**src/rtl/core_ifetch_pf.sv**
```systemverilog
// Instruction prefetcher: issues in-order AXI reads into a small FIFO under a credit limit,
// and on a redirect flushes the FIFO and drops the data of reads that are still in flight.
module core_ifetch_pf #(
  parameter int unsigned           AXI_AWIDTH = 32,
  parameter int unsigned           AXI_DWIDTH = 32,
  parameter int unsigned           FIFO_DEPTH = 4,
  parameter logic [AXI_AWIDTH-1:0] RESET_PC   = AXI_AWIDTH'(32'h0000_0000)
) (
  input  logic                  CLK,
  input  logic                  RST,
  output logic [AXI_AWIDTH-1:0] AXI_ARADDR,
  output logic                  AXI_ARVALID,
  input  logic                  AXI_ARREADY,
  input  logic [AXI_DWIDTH-1:0] AXI_RDATA,
  input  logic [1:0]            AXI_RRESP,
  input  logic                  AXI_RVALID,
  output logic                  AXI_RREADY,
  output logic                  INSTR_VALID,
  input  logic                  INSTR_READY,
  output logic [31:0]           INSTRUCTION,
  output logic [AXI_AWIDTH-1:0] INSTR_PC,
  output logic                  INSTR_ERR,
  input  logic                  REDIRECT,
  input  logic [AXI_AWIDTH-1:0] REDIRECT_PC
);

  localparam int unsigned PW = $clog2(FIFO_DEPTH);
  localparam int unsigned CW = PW + 1;

  logic [AXI_AWIDTH-1:0] fpc_q, fpc_d, rpc_q, rpc_d, araddr_q, araddr_d, redir_pc;
  logic [CW-1:0]         out_cnt_q, out_cnt_d, disc_cnt_q, disc_cnt_d, count_q, count_d;
  logic [CW:0]           credit_sum;
  logic [PW-1:0]         wr_ptr_q, wr_ptr_d, rd_ptr_q, rd_ptr_d;
  logic                  arvalid_q, arvalid_d, stale_q, stale_d, rready_q, valid_q;
  logic                  ar_hs, r_hs, ar_hold, push, pop;

  logic [31:0]           data_q [FIFO_DEPTH];
  logic [AXI_AWIDTH-1:0] pc_q   [FIFO_DEPTH];
  logic [FIFO_DEPTH-1:0] err_q;

  // Next-state for pointers, counters and the AR channel
  always_comb begin
    ar_hs      = arvalid_q & AXI_ARREADY;
    r_hs       = AXI_RVALID & rready_q;
    ar_hold    = arvalid_q & ~AXI_ARREADY;
    pop        = valid_q & INSTR_READY;
    push       = r_hs & (disc_cnt_q == '0) & ~REDIRECT;
    redir_pc   = REDIRECT_PC & ~AXI_AWIDTH'(3);

    out_cnt_d  = out_cnt_q + CW'(ar_hs) - CW'(r_hs);
    disc_cnt_d = disc_cnt_q + CW'(ar_hs & stale_q) - CW'(r_hs & (disc_cnt_q != '0));
    stale_d    = stale_q & ~ar_hs;
    fpc_d      = (ar_hs & ~stale_q) ? fpc_q + AXI_AWIDTH'(4) : fpc_q;
    rpc_d      = push ? rpc_q + AXI_AWIDTH'(4) : rpc_q;
    count_d    = count_q + CW'(push) - CW'(pop);
    wr_ptr_d   = wr_ptr_q + PW'(push);
    rd_ptr_d   = rd_ptr_q + PW'(pop);

    // A held AR keeps its old address; if still unaccepted it becomes stale
    if (REDIRECT) begin
      fpc_d      = redir_pc;
      rpc_d      = redir_pc;
      disc_cnt_d = out_cnt_d;
      stale_d    = ar_hold;
      count_d    = '0;
      wr_ptr_d   = '0;
      rd_ptr_d   = '0;
    end

    credit_sum = {1'b0, count_d} + {1'b0, out_cnt_d};
    arvalid_d  = ar_hold | (credit_sum < (CW+1)'(FIFO_DEPTH));
    araddr_d   = ar_hold ? araddr_q : fpc_d;
  end

  always_ff @(posedge CLK or posedge RST) begin
    if (RST) begin
      fpc_q      <= RESET_PC;
      rpc_q      <= RESET_PC;
      araddr_q   <= RESET_PC;
      out_cnt_q  <= '0;
      disc_cnt_q <= '0;
      count_q    <= '0;
      wr_ptr_q   <= '0;
      rd_ptr_q   <= '0;
      arvalid_q  <= 1'b0;
      stale_q    <= 1'b0;
      rready_q   <= 1'b0;
      valid_q    <= 1'b0;
      err_q      <= '0;
    end else begin
      fpc_q      <= fpc_d;
      rpc_q      <= rpc_d;
      araddr_q   <= araddr_d;
      out_cnt_q  <= out_cnt_d;
      disc_cnt_q <= disc_cnt_d;
      count_q    <= count_d;
      wr_ptr_q   <= wr_ptr_d;
      rd_ptr_q   <= rd_ptr_d;
      arvalid_q  <= arvalid_d;
      stale_q    <= stale_d;
      rready_q   <= 1'b1;
      valid_q    <= (count_d != '0);
      if (push) begin
        err_q[wr_ptr_q] <= (AXI_RRESP != 2'b00);
      end
    end
  end

  // Payload storage needs no reset; validity is tracked by count/valid
  always_ff @(posedge CLK) begin
    if (push) begin
      data_q[wr_ptr_q] <= 32'(AXI_RDATA);
      pc_q[wr_ptr_q]   <= rpc_q;
    end
  end

  assign AXI_ARADDR  = araddr_q;
  assign AXI_ARVALID = arvalid_q;
  assign AXI_RREADY  = rready_q;
  assign INSTR_VALID = valid_q;
  assign INSTRUCTION = data_q[rd_ptr_q];
  assign INSTR_PC    = pc_q[rd_ptr_q];
  assign INSTR_ERR   = valid_q & err_q[rd_ptr_q];

endmodule

```
**config.mk**
```make
export PLATFORM = sky130hd
export DESIGN_NAME = core_ifetch_pf
export DESIGN_NICKNAME = d
export VERILOG_FILES = /design/src/rtl/core_ifetch_pf.sv
export SDC_FILE = /design/constraint.sdc
export NUM_CORES = 1
export LEC_CHECK = 0
export ABC_AREA = 1
export BUFFER_PORTS_ARGS = -buffer_cell sky130_fd_sc_hd__buf_2
export CORE_MARGIN = 2
export CORE_UTILIZATION = 59
export DETAILED_ROUTE_END_ITERATION = 8
export PLACE_DENSITY = 0.83
export SYNTH_ARGS = -nofsm -noshare
export SYNTH_HDL_FRONTEND = slang
export SYNTH_SLANG_ARGS = --single-unit
```
**constraint.sdc**
```tcl
create_clock -name CLK -period 4.1 [get_ports CLK]
set_input_delay 0.205 -clock CLK [delete_from_list [all_inputs] [get_ports CLK]]
set_output_delay 0.205 -clock CLK [all_outputs]
set_load 0.05 [all_outputs]
```
==> flow_summary_export.csv <==
group,metric,value,unit
outcome,status,"completed",
worst_setup_path,startpoint_type,"register",
route,drt-initial-drc-count,1184,
worst_setup_path,crit_chain,"clkinv_2 -> buf_4 -> o21ai_0 -> o22ai_1 -> buf_2",
clock_network,cts_tree,"built",
synth,postSynthAreaPerCell,10.58,um^2
placement,dpl.cell_count,1926,
worst_setup_path,cp.arrival,3.06,ns
worst_hold_path,timing.hold.worst.start,"AXI_RRESP[0]",
final_layout,syn2layout_area_growth,17.59,%
die,core,25980,um^2
sta,rsz0062_at_grt,"no",
worst_setup_path,critPathSlowestCell,"clkinv_2",
global_routing,grt_pass1_vias,11440,
worst_setup_path,setup.worst_path.class,"reg2out",
sta,final-hold-violation-count,0,
synth,synth_cell_types,46,
sta,finalClockSkew,0.01284,ns
clock_network,numCtsBuffers,36,
route,wl_per_cell,17.90,um
worst_setup_path,critPathBufInv,3,
flow_run,drv_cap,0,
synth,async_flop_share,31.68,%
pwr,max-vdd-ir-drop,452.4,uV
synth,yosysWarnings,0,
global_routing,met2_usage,44.58,%
synth,dominantRegCellSynth,"edfxtp_1",
sta,post-route-period-util,79.62,%
global_routing,grtUsageMet3,3.837,%
worst_hold_path,hold_class,"in2reg",
clock_network,cts.clk_slew.worst_paths,0.06,ns
clock_network,htree_levels,2,
pwr,p_total,10.59,mW
final_layout,design_area,18260,um^2
die,die_height,166.2,um
global_routing,grt_most_used_layer,"met2",
pwr,power_density,580.3,nW/um^2
sta,fin_setup_tns,0,ns
clock_network,cts_root_buf,"clkbuf_16",
route,ant_nets,0,
clock_network,clock_sinks,363,
die,start_util,59.75,%
global_routing,grt_max_degree,99,
placement,globalplace.congestion,0.9453,
worst_setup_path,startpoint,"rd_ptr_q[0]",
placement,portBuffers,167,
placement,place_area,16670,um^2
final_layout,fillCellCount,1811,
clock_network,post-cts-setup-buffer-count,0,
route,drc_errors,0,
sta,slew_headroom,39.57,%
sta,post-route-min-period,3.265,ns
final_layout,layout.cells.non_filler,2038,
synth,synth_edf_count,248,
worst_setup_path,max_stage_delay,0.69,ns
clock_network,clk-insertion-delay-late,0.52,ns
final_layout,drive_above_1_share,16.38,%
route,drt-vias-per-instance,5.703,
die,io_pins,172,
sta,worst_slew_pin_slew,0.9064,ns
synth,syn_area,15530,um^2
global_routing,overflow,0,
synth,synth_commonest_cells,"nand2_1, edfxtp_1, nor2_1",
global_routing,grt_antenna_before_repair,0,
synth,yosysTopAreaCellShare,47.97,%
final_layout,n_antenna_cell,0,
global_routing,grtUsageMet1,34.84,%
route,num_vias,11620,
sta,setup_violations,0,
sta,max_freq,306.3,MHz
die,die_w,166.2,um
worst_setup_path,end_kind,"primary output",
clock_network,clockBufferDepth,3,
synth,synth_most_common_cell,"nand2_1",
global_routing,grt_pass1_wl,57970,um
synth,seq_area_frac_synth,66.50,%
route,routed_wl,36490,um
synth,synth_seq_cells,363,
worst_setup_path,r2r-start,"disc_cnt_q[1]",
die,dieArea,27630,um^2
sta,finalMaxSlewViolations,0,
synth,postSynthCellCount,1468,
synth,synth_top_cell_by_area,"edfxtp_1",
pwr,p_leak,7.372,nW
global_routing,grt_usage,26.16,%
worst_setup_path,crit_fanout,62,
synth,netlist_top_cells_area,"edfxtp_1, dfrtp_1, nand2_1",
final_layout,num-nets-final,1763,
worst_setup_path,cp.required,3.89,ns
placement,dpl.hpwl,22700,um
worst_setup_path,crit_family,"buffers and inverters",
die,rows,59,
route,firstDrtPassIters,7,
worst register-to-register path, stage by stage, from the launching register on:
cell and delay [ns]:
dfrtp_1 0.42, inv_1 0.09, nand4_1 0.09, buf_4 0.17
nor2_1 0.08, buf_4 0.21, inv_1 0.12, ha_1 0.28
inv_1 0.04, ha_1 0.16, inv_1 0.06, fa_1 0.40
nor2_1 0.21, ha_1 0.27, nand2_1 0.07, nor2_1 0.04
o41ai_1 0.23
flip-flops by register name (all words and copies together) (netlist names), 3 cells and up:
register    cells
data_q        128
pc_q          120
AXI_ARADDR     32
fpc_q          32
rpc_q          30
err_q           4
count_q         3
disc_cnt_q      3
out_cnt_q       3
cells in the final DEF (no fill, tap or decap), types with 7 or more instances in the layout:
master	n
nand2_1	284
edfxtp_1	248
nor2_1	216
buf_2	167
o21ai_0	154
dfrtp_1	113
inv_1	90
nand3_1	71
o22ai_1	65
dlygate4sd3_1	47
clkbuf_16	36
a21oi_1	22
buf_4	19
a31oi_1	13
nand4_1	12
ha_1	12
nor3_1	11
nor2_2	9
clkbuf_1	9
xnor2_1	8
o21bai_1	7
inv_2	7
clkinv_2	7
final timing paths:
check / end / slack (ns) / cells past startpoint
setup / recovery: INSTRUCTION[15] / 0.84 / 5
hold / removal: err_q[3] / 0.005 / 3
setup reg to reg: AXI_ARVALID / 1.04 / 16
hold reg to reg: AXI_ARADDR[19] / 0.48 / 2
max in group asynchronous: rd_ptr_q[0] / 2.93 / 4
min in group asynchronous: AXI_RREADY / 0.08 / 3
routing by layer:
layer  share of wire (%)  vias up  routed length, um
met2                  49      522              17850
met1                  42     5527              15170
met3                 6.7       77               2452
li1                    -     5496                  -
met5                   0        -                  0
met4                 2.8        0               1011
power breakdown:
| group | total (mW) | internal [mW] | switching (mW) |
|---|---|---|---|
| Sequential | 4.51 | 4.24 | 0.273 |
| Combinational | 2.95 | 0.715 | 2.23 |
| Clock | 3.14 | 1.79 | 1.34 |
what timing repair did:
action	CTS	global route
gates resized for setup	0	0
hold buffers	47	0
hold endpoints to repair	193	0
through the flow:
step	hold WS, ns	util (%)	setup slack (ns)
after global routing	0.01443	70.26	0.6799
after global placement	0.06108	64.15	1.075
after detailed placement	0.06221	64.15	1.015
after CTS	0.0005808	70.26	0.8955
final	0.004641	70.26	0.8354
after floorplan	0.3039	-	0.8509
cells by family (layout without fill, tap and decap cells):
logic type | Yosys count | count (layout) | synth area share [%]
buf+inv | 164 | 398 | 4.134
other cells | 2 | 3 | 0.04837
fa+ha+maj | 15 | 15 | 1.354
compound gates | 285 | 285 | 10.37
simple gates | 627 | 627 | 16.92
flops | 363 | 363 | 66.50
xor+xnor | 12 | 12 | 0.6769
final cells by class:
type	instances	area, um^2	share of cell area [%]
clock buffers	47	962.2	5.270
clock inverters	18	155.1	0.8498
inverters	100	379.1	2.076
multi-input cells	942	4563	24.99
flip-flops and latches	363	10330	56.58
well taps	335	419.2	2.296
repair buffers	233	1449	7.936
Power figures use the tool's default switching activity.
